<file path="config.mk">
export PLATFORM = sky130hd
export DESIGN_NAME = rr_dispatcher_flat
export DESIGN_NICKNAME = d
export VERILOG_FILES = /design/src/rtl/rr_dispatcher_if.sv /design/src/rtl/rr_dispatcher.sv /design/src/flat_wrapper.sv
export SDC_FILE = /design/constraint.sdc
export NUM_CORES = 1
export LEC_CHECK = 0
export CORE_MARGIN = 5
export CORE_UTILIZATION = 45
export DETAILED_ROUTE_END_ITERATION = 16
export HOLD_SLACK_MARGIN = 0.08
export PLACE_DENSITY = 0.77
export SKIP_CTS_REPAIR_TIMING = 1
export SYNTH_ARGS = -nofsm -noshare
export SYNTH_HDL_FRONTEND = slang
export SYNTH_SLANG_ARGS = --single-unit
</file>
<file path="constraint.sdc">
create_clock -name clk -period 2.55 [get_ports clk]
set_input_delay 0.51 -clock clk [delete_from_list [all_inputs] [get_ports clk]]
set_output_delay 0.51 -clock clk [all_outputs]
set_load 0.01 [all_outputs]
</file>
<file path="src/rtl/rr_dispatcher_if.sv">
// rtl/rr_dispatcher_if.sv - upstream stream, downstream ports and status of the round-robin dispatcher
interface rr_dispatcher_if #(
   parameter int NUM_PORTS  = 4,
   parameter int DATA_WIDTH = 8
);
   logic                             up_valid;
   logic [DATA_WIDTH-1:0]            up_data;
   logic                             up_last;
   logic                             up_ready;
   logic [NUM_PORTS-1:0]             port_enable;
   logic [NUM_PORTS-1:0]             dn_valid;
   logic [NUM_PORTS*DATA_WIDTH-1:0]  dn_data;
   logic [NUM_PORTS-1:0]             dn_last;
   logic [NUM_PORTS-1:0]             dn_ready;
   logic                             busy;

   modport master (
      output up_valid, up_data, up_last, port_enable, dn_ready,
      input  up_ready, dn_valid, dn_data, dn_last, busy
   );

   modport slave (
      input  up_valid, up_data, up_last, port_enable, dn_ready,
      output up_ready, dn_valid, dn_data, dn_last, busy
   );
endinterface

</file>
<file path="src/rtl/rr_dispatcher.sv">
// rtl/rr_dispatcher.sv - round-robin packet dispatcher from one stream to NUM_PORTS single-entry ports
module rr_dispatcher #(
   parameter int NUM_PORTS  = 4,
   parameter int DATA_WIDTH = 8
) (
   input logic            clk,
   input logic            rst,
   rr_dispatcher_if.slave bus
);
   localparam int               IDX_W    = $clog2(NUM_PORTS);
   localparam logic [IDX_W-1:0] LAST_IDX = IDX_W'(NUM_PORTS - 1);
   localparam logic [IDX_W:0]   NP       = (IDX_W+1)'(NUM_PORTS);

   typedef enum logic {IDLE, LOCKED} state_t;

   state_t                          state_q, state_d;
   logic [NUM_PORTS-1:0]            token_q, token_d;
   logic [IDX_W-1:0]                lock_q, lock_d;
   logic [NUM_PORTS-1:0]            dn_valid_q, dn_valid_d;
   logic [NUM_PORTS-1:0]            dn_last_q;
   logic [NUM_PORTS*DATA_WIDTH-1:0] dn_data_q;
   logic                            busy_q, busy_d;

   logic [NUM_PORTS-1:0] free, cand, wr_vec;
   logic [IDX_W-1:0]     tok_idx, sel_idx, wr_idx, next_idx;
   logic [IDX_W:0]       pos;
   logic                 up_ready, xfer;

   function automatic logic [IDX_W-1:0] inc_idx(input logic [IDX_W-1:0] idx);
      return (idx == LAST_IDX) ? '0 : idx + 1'b1;
   endfunction

   // A port draining this cycle can be refilled in the same cycle
   assign free = ~dn_valid_q | bus.dn_ready;
   assign cand = bus.port_enable & free;

   always_comb begin : find_token
      tok_idx = '0;
      for (int i = 0; i < NUM_PORTS; i++) begin
         if (token_q[i]) tok_idx = IDX_W'(i);
      end
   end

   // Descending scan so the candidate closest above the token wins
   always_comb begin : select_port
      sel_idx = tok_idx;
      pos     = '0;
      for (int k = NUM_PORTS - 1; k >= 0; k--) begin
         pos = {1'b0, tok_idx} + (IDX_W+1)'(k);
         if (pos >= NP) pos = pos - NP;
         if (cand[pos[IDX_W-1:0]]) sel_idx = pos[IDX_W-1:0];
      end
   end

   always_comb begin : fsm_next
      state_d  = state_q;
      token_d  = token_q;
      lock_d   = lock_q;
      up_ready = 1'b0;
      wr_idx   = sel_idx;
      case (state_q)
         IDLE: begin
            up_ready = |cand;
            wr_idx   = sel_idx;
         end
         LOCKED: begin
            up_ready = free[lock_q];
            wr_idx   = lock_q;
         end
         default: ;
      endcase
      xfer     = bus.up_valid & up_ready;
      next_idx = inc_idx(wr_idx);
      if (xfer) begin
         if (bus.up_last) begin
            token_d = NUM_PORTS'(1) << next_idx;
            state_d = IDLE;
         end else begin
            lock_d  = wr_idx;
            state_d = LOCKED;
         end
      end
   end

   always_comb begin : port_next
      wr_vec     = xfer ? (NUM_PORTS'(1) << wr_idx) : '0;
      dn_valid_d = (dn_valid_q & ~bus.dn_ready) | wr_vec;
      busy_d     = (state_d == LOCKED) | (|dn_valid_d);
   end

   always_ff @(posedge clk) begin
      if (rst) begin
         state_q    <= IDLE;
         token_q    <= NUM_PORTS'(1);
         lock_q     <= '0;
         dn_valid_q <= '0;
         dn_last_q  <= '0;
         dn_data_q  <= '0;
         busy_q     <= 1'b0;
      end else begin
         state_q    <= state_d;
         token_q    <= token_d;
         lock_q     <= lock_d;
         dn_valid_q <= dn_valid_d;
         busy_q     <= busy_d;
         for (int i = 0; i < NUM_PORTS; i++) begin
            if (wr_vec[i]) begin
               dn_data_q[i*DATA_WIDTH +: DATA_WIDTH] <= bus.up_data;
               dn_last_q[i]                          <= bus.up_last;
            end
         end
      end
   end

   assign bus.up_ready = up_ready;
   assign bus.dn_valid = dn_valid_q;
   assign bus.dn_data  = dn_data_q;
   assign bus.dn_last  = dn_last_q;
   assign bus.busy     = busy_q;
endmodule

</file>
<file path="src/flat_wrapper.sv">
// flat-port wrapper written by rule: the top's interface ports become plain ports
module rr_dispatcher_flat 
#(
   parameter int NUM_PORTS  = 4,
   parameter int DATA_WIDTH = 8
)
  (clk, rst, bus_up_valid, bus_up_data, bus_up_last, bus_port_enable, bus_dn_ready, bus_up_ready, bus_dn_valid, bus_dn_data, bus_dn_last, bus_busy);
  rr_dispatcher_if #(.NUM_PORTS(NUM_PORTS), .DATA_WIDTH(DATA_WIDTH)) bus_i ();
  input logic clk;
  input logic rst;
  input wire logic [$bits(bus_i.up_valid)-1:0] bus_up_valid;
  input wire logic [$bits(bus_i.up_data)-1:0] bus_up_data;
  input wire logic [$bits(bus_i.up_last)-1:0] bus_up_last;
  input wire logic [$bits(bus_i.port_enable)-1:0] bus_port_enable;
  input wire logic [$bits(bus_i.dn_ready)-1:0] bus_dn_ready;
  output wire logic [$bits(bus_i.up_ready)-1:0] bus_up_ready;
  output wire logic [$bits(bus_i.dn_valid)-1:0] bus_dn_valid;
  output wire logic [$bits(bus_i.dn_data)-1:0] bus_dn_data;
  output wire logic [$bits(bus_i.dn_last)-1:0] bus_dn_last;
  output wire logic [$bits(bus_i.busy)-1:0] bus_busy;
  assign bus_i.up_valid = bus_up_valid;
  assign bus_i.up_data = bus_up_data;
  assign bus_i.up_last = bus_up_last;
  assign bus_i.port_enable = bus_port_enable;
  assign bus_i.dn_ready = bus_dn_ready;
  assign bus_up_ready = bus_i.up_ready;
  assign bus_dn_valid = bus_i.dn_valid;
  assign bus_dn_data = bus_i.dn_data;
  assign bus_dn_last = bus_i.dn_last;
  assign bus_busy = bus_i.busy;
  rr_dispatcher #(.NUM_PORTS(NUM_PORTS), .DATA_WIDTH(DATA_WIDTH)) u_core (.clk(clk), .rst(rst), .bus(bus_i));
endmodule
</file>
==> flow_summary.yaml, run 1 <==
yosys:
  synth_cell_types: 42
  synthArstFlopShare: 0
  syn_area_um2: 2110
  syn_inst: 258
  synth-seq-area-share: 0.446
  yosysWarnings: 0
  ys_seq_elements: 47
  syn_area_per_cell_um2: 8.18
  synthesis.nets: 278
  synth_edf_count: 0
  ys.flop_type: "dfxtp_1"
hold_path:
  hold_path.class: "flip-flop to flip-flop"
final_layout:
  fin_util: 0.710
  nNetsFinal: 364
  final_common_cell: "clkdlybuf4s50_1"
  final_cell_mix: "clkdlybuf4s50_1, dfxtp_1, a21oi_1"
  diodes: 0
  areaGrowthSynthToFinish_pct: 55.8
  final_layout_size_suffix_gt1_frac: 0.191
global_route:
  grt_max_degree: 48
  grt-ovfl-total: 0
  antenna_found_initial: 0
  grt_pass1_wl_um: 10600
  grt_pass1_vias: 2167
  grt_use_total: 0.218
die:
  core_um2: 4630
  pin_count: 62
  die_h_um: 78.5
  start_util: 0.456
  die_w_um: 78.5
  rows: 25
  dieArea_um2: 6160
critical_path:
  cp_top_family: "buffers and inverters"
  crit_fanout: 11
  endpoint_kind: "flip-flop"
  worst-path-buf-inv: 4
  required_ps: 2720
  worstSetupPathType: "input port to flip-flop"
  startpoint_type: "input port"
  crit_slowest_cell: "clkdlybuf4s50_1"
  max_stage_delay_ps: 410
  path_cells: "clkdlybuf4s50_1, nand2b_1, a22oi_2, nand3b_1, a211oi_2, buf_4, o31ai_4, buf_12, clkbuf_16, o21ai_0, a21oi_1"
  critPathArrivalTime_ps: 2710
power_and_ir_drop:
  total_power_uw: 2030
  p_leak_uw: 0.00124
  power_density_nw_per_um2: 619
  ir_worst_vdd_mv: 0.481
detailed_routing:
  route.detailed.drc: 0
  vias_per_cell: 5.79
  wl_per_cell_um: 17.1
  wl_um: 6800
  drt_iter0_markers: 122
  dr.pass1.iters: 5
  num_vias: 2312
  ant_nets: 0
timing:
  slew_viol_final: 0
  finalCritPeriodShare: 0.996
  relSlewSlack: 0.683
  whs_ps: 479
  setup_tns_ps: 0
  fin_crit_ps: 2540
  worst_pin_slew_ps: 476
  hold_violations: 0
  skew_ps: 7.85
  fmax_ghz: 0.394
  finalSetupViolCount: 0
place:
  hpwlAfterDp_um: 4530
  gp_congestion: 0.850
  port_buffers: 61
clock_tree:
  clock_path_buffers: 2
  htreeDepth: 2
  clockRootBuffer: "clkbuf_8"
  cts_tree: "yes"
  cts.sinks: 47
  cts_buffers: 5
  path_clk_slew_ps: 80
  clock_latency_ps: 300
status:
  status: "completed"
flow_run:
  max_cap_violations: 0
==> path summary, 6_finish.rpt <==
kind | from | slack [ps] | to | cells past startpoint
worst max-delay path | bus_dn_ready[3] | 10 | u_core.bus.dn_data[19]$_SDFFE_PP0P_ | 11
worst min-delay path | u_core.bus.dn_data[6]$_SDFFE_PP0P_ | 480 | u_core.bus.dn_data[6]$_SDFFE_PP0P_ | 2
worst max register to register | u_core.token_q[1]$_SDFFE_PP0P_ | 230 | u_core.bus.dn_data[22]$_SDFFE_PP0P_ | 8
worst min register to register | u_core.bus.dn_data[6]$_SDFFE_PP0P_ | 480 | u_core.bus.dn_data[6]$_SDFFE_PP0P_ | 2
==> cells by family after synthesis <==
family | share of synthesized area
flip-flops | 0.446
multiplexers | 0.0154
AND/OR/NAND/NOR | 0.222
AO/OA/AOI/OAI | 0.260
buffers and inverters | 0.0563
==> stage by stage <==
stage | cell area (µm²) | setup WS [ps] | instances
6_report | 3290 | 11.3 | 399
5_1_grt | 3290 | -54.1 | 399
4_1_cts | 3110 | -405 | 393
3_5_place_dp | 3000 | -399 | 385
3_3_place_gp | 3000 | -340 | 385
2_1_floorplan | 2110 | 231 | 258
==> power by group <==
group	leakage [µW]	internal (µW)	switching [µW]
registers	0.000382	784	30.1
clock network	0.0000612	317	245
logic	0.000800	338	319
total	0.00124	1440	594
==> synthesized netlist by cell type (2+ instances only) <==
library cell / instances / area [µm²]
a21oi_1: 40 / 200
a22oi_1: 3 / 22.5
buf_2: 3 / 15.0
buf_4: 3 / 22.5
clkbuf_1: 12 / 45.0
clkbuf_2: 2 / 10.0
dfxtp_1: 47 / 941
inv_1: 3 / 11.3
nand2_1: 11 / 41.3
nand2b_1: 9 / 56.3
nand3_1: 36 / 180
nand3b_1: 3 / 22.5
nand4_1: 2 / 12.5
nor2_1: 10 / 37.5
nor2b_1: 6 / 37.5
nor3_1: 3 / 15.0
o21ai_0: 38 / 190
or3_1: 3 / 18.8
==> routing by layer <==
layer,GRT usage,up-vias,part of all wire
li1,-,1109,-
met1,0.261,1105,0.40
met2,0.366,84,0.50
met3,0.0711,14,0.077
met4,0.0734,0,0.024
met5,0,-,0
==> flip-flops by register name, summed over array words and instances, names as in the netlist <==
signal / cells
u_core.state_q: 1
u_core.bus.dn_valid: 4
u_core.bus.dn_last: 4
u_core.lock_q: 2
u_core.bus.busy: 1
u_core.token_q: 3
u_core.bus.dn_data: 32
==> final cells by class <==
cell class                      instances  area (µm²)
Clock inverter                          2        35.0
Sequential cell                        47         941
Tap cell                               54        67.6
Timing Repair Buffer                  100        1050
Fill cell                             355        1340
Multi-Input combinational cell        186        1100
Clock buffer                            6        82.6
Inverter                                4        15.0
==> tightest hold or removal path, stage by stage (launching register included) <==
cell     delay, ps
dfxtp_1        310
o21ai_0         70
a21oi_1         60
(Power assumes the default switching activity.)
==> inputs of run 2 (changes only) <==
--- a/config.mk
+++ b/config.mk
@@ -6,10 +6,10 @@
 export NUM_CORES = 1
 export LEC_CHECK = 0
 export CORE_MARGIN = 5
-export CORE_UTILIZATION = 45
+export CORE_UTILIZATION = 47
 export DETAILED_ROUTE_END_ITERATION = 16
 export HOLD_SLACK_MARGIN = 0.08
-export PLACE_DENSITY = 0.77
+export PLACE_DENSITY = 0.8
 export SKIP_CTS_REPAIR_TIMING = 1
 export SYNTH_ARGS = -nofsm -noshare
 export SYNTH_HDL_FRONTEND = slang
==> flow_summary.yaml, run 2 (synthesis results as in run 1) <==
status:
  status: "completed"
die:
  die_h_um: 77.0
  start_util: 0.485
  die_w_um: 77.0
  rows: 24
  dieArea_um2: 5930
  pin_count: 62
  core_um2: 4350
timing:
  finalSetupViolCount: 0
  worst_pin_slew_ps: 494
  skew_ps: 12.5
  hold_violations: 0
  fmax_ghz: 0.396
  fin_crit_ps: 2520
  relSlewSlack: 0.671
  finalCritPeriodShare: 0.989
  slew_viol_final: 0
  whs_ps: 479
detailed_routing:
  wl_per_cell_um: 17.9
  drt_iter0_markers: 236
  ant_nets: 0
  dr.pass1.iters: 6
  num_vias: 2332
  vias_per_cell: 5.96
  wl_um: 7010
  route.detailed.drc: 0
clock_tree:
  path_clk_slew_ps: 90
  clock_path_buffers: 2
  clock_latency_ps: 310
  clockRootBuffer: "clkbuf_8"
  cts.sinks: 47
  cts_buffers: 5
  cts_tree: "yes"
  htreeDepth: 2
critical_path:
  regToRegEndpoint: "u_core.bus.dn_data[3]$_SDFFE_PP0P_"
  required_ps: 2720
  r2r-start: "u_core.token_q[1]$_SDFFE_PP0P_"
  timing.reg2reg.setup_slack_ps: 140
  startpoint_type: "input port"
  critPathArrivalTime_ps: 2690
  endpoint_kind: "flip-flop"
  r2r_cells: 8
  crit_fanout: 9
  worstSetupPathType: "input port to flip-flop"
final_layout:
  final_cell_mix: "clkdlybuf4s50_1, dfxtp_1, a21oi_1"
  diodes: 0
  final_common_cell: "clkdlybuf4s50_1"
  fin_cells: 391
  largest_register_ffs: 32
  areaGrowthSynthToFinish_pct: 51.7
  fin_util: 0.736
  final_layout_size_suffix_gt1_frac: 0.165
  nNetsFinal: 358
hold_path:
  worst_hold_path.endpoint: "u_core.bus.dn_data[19]$_SDFFE_PP0P_"
  min_from: "u_core.bus.dn_data[19]$_SDFFE_PP0P_"
  hold_depth: 2
  hold_path.class: "flip-flop to flip-flop"
place:
  hpwlAfterDp_um: 4440
  dp_cells: 379
  gp_congestion: 0.907
  port_buffers: 61
global_route:
  antenna_found_initial: 0
  grt-ovfl-total: 0
  grt_pass1_wl_um: 10500
  grt_use_total: 0.214
  grt_max_degree: 48
  grt_pass1_vias: 2140
power_and_ir_drop:
  ir_worst_vdd_mv: 0.447
  p_leak_uw: 0.00118
  total_power_uw: 1920
  power_density_nw_per_um2: 600
flow_run:
  max_cap_violations: 0
-- run 2: cell count changes in the layout (fill, tap and decap cells not counted), sizes merged --
cell,previous run,this run
clkinvlp,0,1
clkdlybuf4s50,58,59
bufinv,1,0
dlymetal6s2s,3,2
buf,36,30
-- run 2: where the power goes --
part | internal [µW] | leakage, µW | switching [µW]
logic | 332 | 0.000759 | 318
clock network | 192 | 0.0000412 | 262
registers | 785 | 0.000382 | 33.5
-- run 2: worst max-delay path: stages --
cell and delay, ps:
clkdlybuf4s50_1 480, nor2b_1 60, buf_4 140, or3_1 300, a22oi_1 270, buf_4 180, o31ai_4 70, buf_12 150
buf_12 130, o21ai_0 250, a21oi_1 140
-- run 2: area by class of cell --
cell class / instances / area, µm²
Sequential cell: 47 / 941
Fill cell: 339 / 1150
Timing Repair Buffer: 94 / 998
Clock buffer: 6 / 72.6
Tap cell: 52 / 65.1
Clock inverter: 2 / 12.5
Inverter: 4 / 17.5
Multi-Input combinational cell: 186 / 1100
-- run 2: per-stage QoR --
step / worst slack [ps] / instance area (µm²) / setup TNS [ps]
after floorplan: 231 / 2110 / 0
after detailed placement: -352 / 2980 / -8520
after global routing: -38.1 / 3200 / -47.9
after CTS: -354 / 3060 / -354
final: 27.4 / 3200 / 0
after global placement: -352 / 2980 / -7360
-- run 2: worst max-delay path by stage --
stage	from	to	slack, ps	cells past startpoint
global placement	bus_dn_ready[0]	bus_up_ready	-350	5
CTS	bus_dn_ready[0]	bus_up_ready	-350	5
floorplan	bus_dn_ready[0]	u_core.bus.dn_data[10]$_SDFFE_PP0P_	230	7
finish	bus_dn_ready[2]	u_core.bus.dn_data[27]$_SDFFE_PP0P_	30	11
detailed placement	bus_dn_ready[0]	bus_up_ready	-350	5
global route	bus_dn_ready[3]	u_core.bus.dn_data[27]$_SDFFE_PP0P_	-40	11
-- run 2: layer usage --
layer	wire length [µm]	track usage	share of wire
met3	557	0.0550	0.079
met1	2800	0.266	0.40
met2	3550	0.361	0.51
met5	0	0	0
met4	109	0.0670	0.016
==> inputs of run 3 (changes only) <==
--- a/config.mk
+++ b/config.mk
@@ -6,11 +6,12 @@
 export NUM_CORES = 1
 export LEC_CHECK = 0
 export CORE_MARGIN = 5
-export CORE_UTILIZATION = 47
+export CORE_UTILIZATION = 42
 export DETAILED_ROUTE_END_ITERATION = 16
 export HOLD_SLACK_MARGIN = 0.08
-export PLACE_DENSITY = 0.8
+export PLACE_DENSITY = 0.75
 export SKIP_CTS_REPAIR_TIMING = 1
+export SLEW_MARGIN = 25
 export SYNTH_ARGS = -nofsm -noshare
 export SYNTH_HDL_FRONTEND = slang
 export SYNTH_SLANG_ARGS = --single-unit
==> constraint.sdc (replaced) <==
create_clock -name clk -period 2.1 [get_ports clk]
set_input_delay 0.42 -clock clk [delete_from_list [all_inputs] [get_ports clk]]
set_output_delay 0.42 -clock clk [all_outputs]
set_load 0.01 [all_outputs]
==> flow_summary.yaml, run 3 (synthesis results as in run 1) <==
timing:
  relSlewSlack: 0.815
  slew_viol_final: 0
  fmax_ghz: 0.449
  hold_violations: 0
  worst_pin_slew_ps: 277
  rsz0062_at_grt: "true"
  fin_crit_ps: 2230
  skew_ps: 8.72
  finalCritPeriodShare: 1.06
  layout_setup_ws_ps: -126
  whs_ps: 477
  finalSetupViolCount: 38
detailed_routing:
  dr.pass1.iters: 5
  vias_per_cell: 5.74
  wl_um: 7350
  drt_iter0_markers: 181
  route.detailed.drc: 0
  wl_per_cell_um: 17.6
  num_vias: 2401
  ant_nets: 0
global_route:
  grt_max_degree: 48
  grt_use_total: 0.197
  grt_pass1_wl_um: 10100
  antenna_found_initial: 0
  grt-ovfl-total: 0
  grt_pass1_vias: 2051
place:
  gp_congestion: 0.826
  port_buffers: 61
  dp_cells: 403
  hpwlAfterDp_um: 4600
critical_path:
  worstSetupPathType: "flip-flop to flip-flop"
  path_common_cell: "buf_6"
  max_stage_delay_ps: 500
  worst-path-buf-inv: 3
  cp_top_family: "compound AO/OA/AOI/OAI gates"
  required_ps: 2340
  critPathArrivalTime_ps: 2470
  endpoint_kind: "flip-flop"
  startpoint_type: "flip-flop"
  crit_fanout: 5
  crit_slowest_cell: "mux4_2"
  path_cells: "and2b_4, mux4_2, a221oi_4, buf_6, inv_6, nor2_4, buf_6, nand3_2, a21oi_2"
die:
  pin_count: 62
  dieArea_um2: 6540
  core_um2: 4790
  die_w_um: 80.9
  rows: 25
  die_h_um: 80.9
  start_util: 0.441
power_and_ir_drop:
  total_power_uw: 2460
  power_density_nw_per_um2: 704
  p_leak_uw: 0.00133
  ir_worst_vdd_mv: 0.430
final_layout:
  final_layout_size_suffix_gt1_frac: 0.313
  fillers: 324
  final_common_cell: "clkdlybuf4s50_1"
  final_cell_mix: "clkdlybuf4s50_1, dfxtp_1, a21oi_1"
  fin_cells: 418
  areaGrowthSynthToFinish_pct: 65.7
  diodes: 0
  largest_register_ffs: 32
  nNetsFinal: 370
flow_run:
  max_cap_violations: 0
clock_tree:
  htreeDepth: 2
  clock_path_buffers: 2
  path_clk_slew_ps: 90
  cts_buffers: 5
  cts.sinks: 47
  cts_tree: "yes"
  clockRootBuffer: "clkbuf_8"
  clock_latency_ps: 310
status:
  violations: "negative setup slack"
  status: "finished, violations left"
hold_path:
  hold_path.class: "flip-flop to flip-flop"
==> run 3: final timing paths <==
check | from | endpoint | slack (ps) | cells after the start
worst max-delay path | u_core.bus.dn_valid[0]$_SDFF_PP0_ | u_core.bus.dn_data[22]$_SDFFE_PP0P_ | -130 | 9
worst min-delay path | u_core.bus.dn_data[25]$_SDFFE_PP0P_ | u_core.bus.dn_data[25]$_SDFFE_PP0P_ | 480 | 2
worst max register to register | u_core.bus.dn_valid[0]$_SDFF_PP0_ | u_core.bus.dn_data[22]$_SDFFE_PP0P_ | -130 | 9
worst min register to register | u_core.bus.dn_data[25]$_SDFFE_PP0P_ | u_core.bus.dn_data[25]$_SDFFE_PP0P_ | 480 | 2
==> run 3: final cells by class <==
type	count	area (µm²)	area share
tap	67	83.8	0.0240
inverter	4	20.0	0.00572
multi-input combinational	186	1260	0.361
clock inverter	2	13.8	0.00394
clock buffer	6	82.6	0.0236
timing repair buffer	106	1090	0.311
sequential	47	946	0.270
==> run 3: power by group <==
| group | internal [µW] | switching [µW] | total [µW] |
|---|---|---|---|
| logic | 441 | 446 | 887 |
| clock network | 270 | 314 | 584 |
| registers | 954 | 35.9 | 990 |
| total | 1670 | 796 | 2460 |
==> run 3: through the flow <==
step / setup TNS [ps] / utilization / setup WS (ps) / cell area (µm²)
after global routing: -4030 / 0.731 / -191 / 3500
after CTS: -11790 / 0.664 / -685 / 3180
final: -1810 / 0.731 / -126 / 3500
after detailed placement: -25760 / 0.643 / -683 / 3080
after global placement: -24560 / 0.643 / -669 / 3080
after floorplan: -918 / - / -53.0 / 2170
==> run 3: metal layers <==
| metal | vias to the layer above | GRT usage | routed length [µm] |
|---|---|---|---|
| met5 | - | 0 | 0 |
| met2 | 100 | 0.303 | 3550 |
| li1 | 1124 | - | - |
| met3 | 12 | 0.0355 | 531 |
| met4 | 0 | 0.0507 | 110 |
| met1 | 1165 | 0.284 | 3160 |
==> run 3: tightest hold or removal path, delay by kind of cell, from the launching register on <==
| family | cells | cell delay, ps |
|---|---|---|
| flip-flops | 1 | 330 |
| AO/OA/AOI/OAI | 2 | 110 |
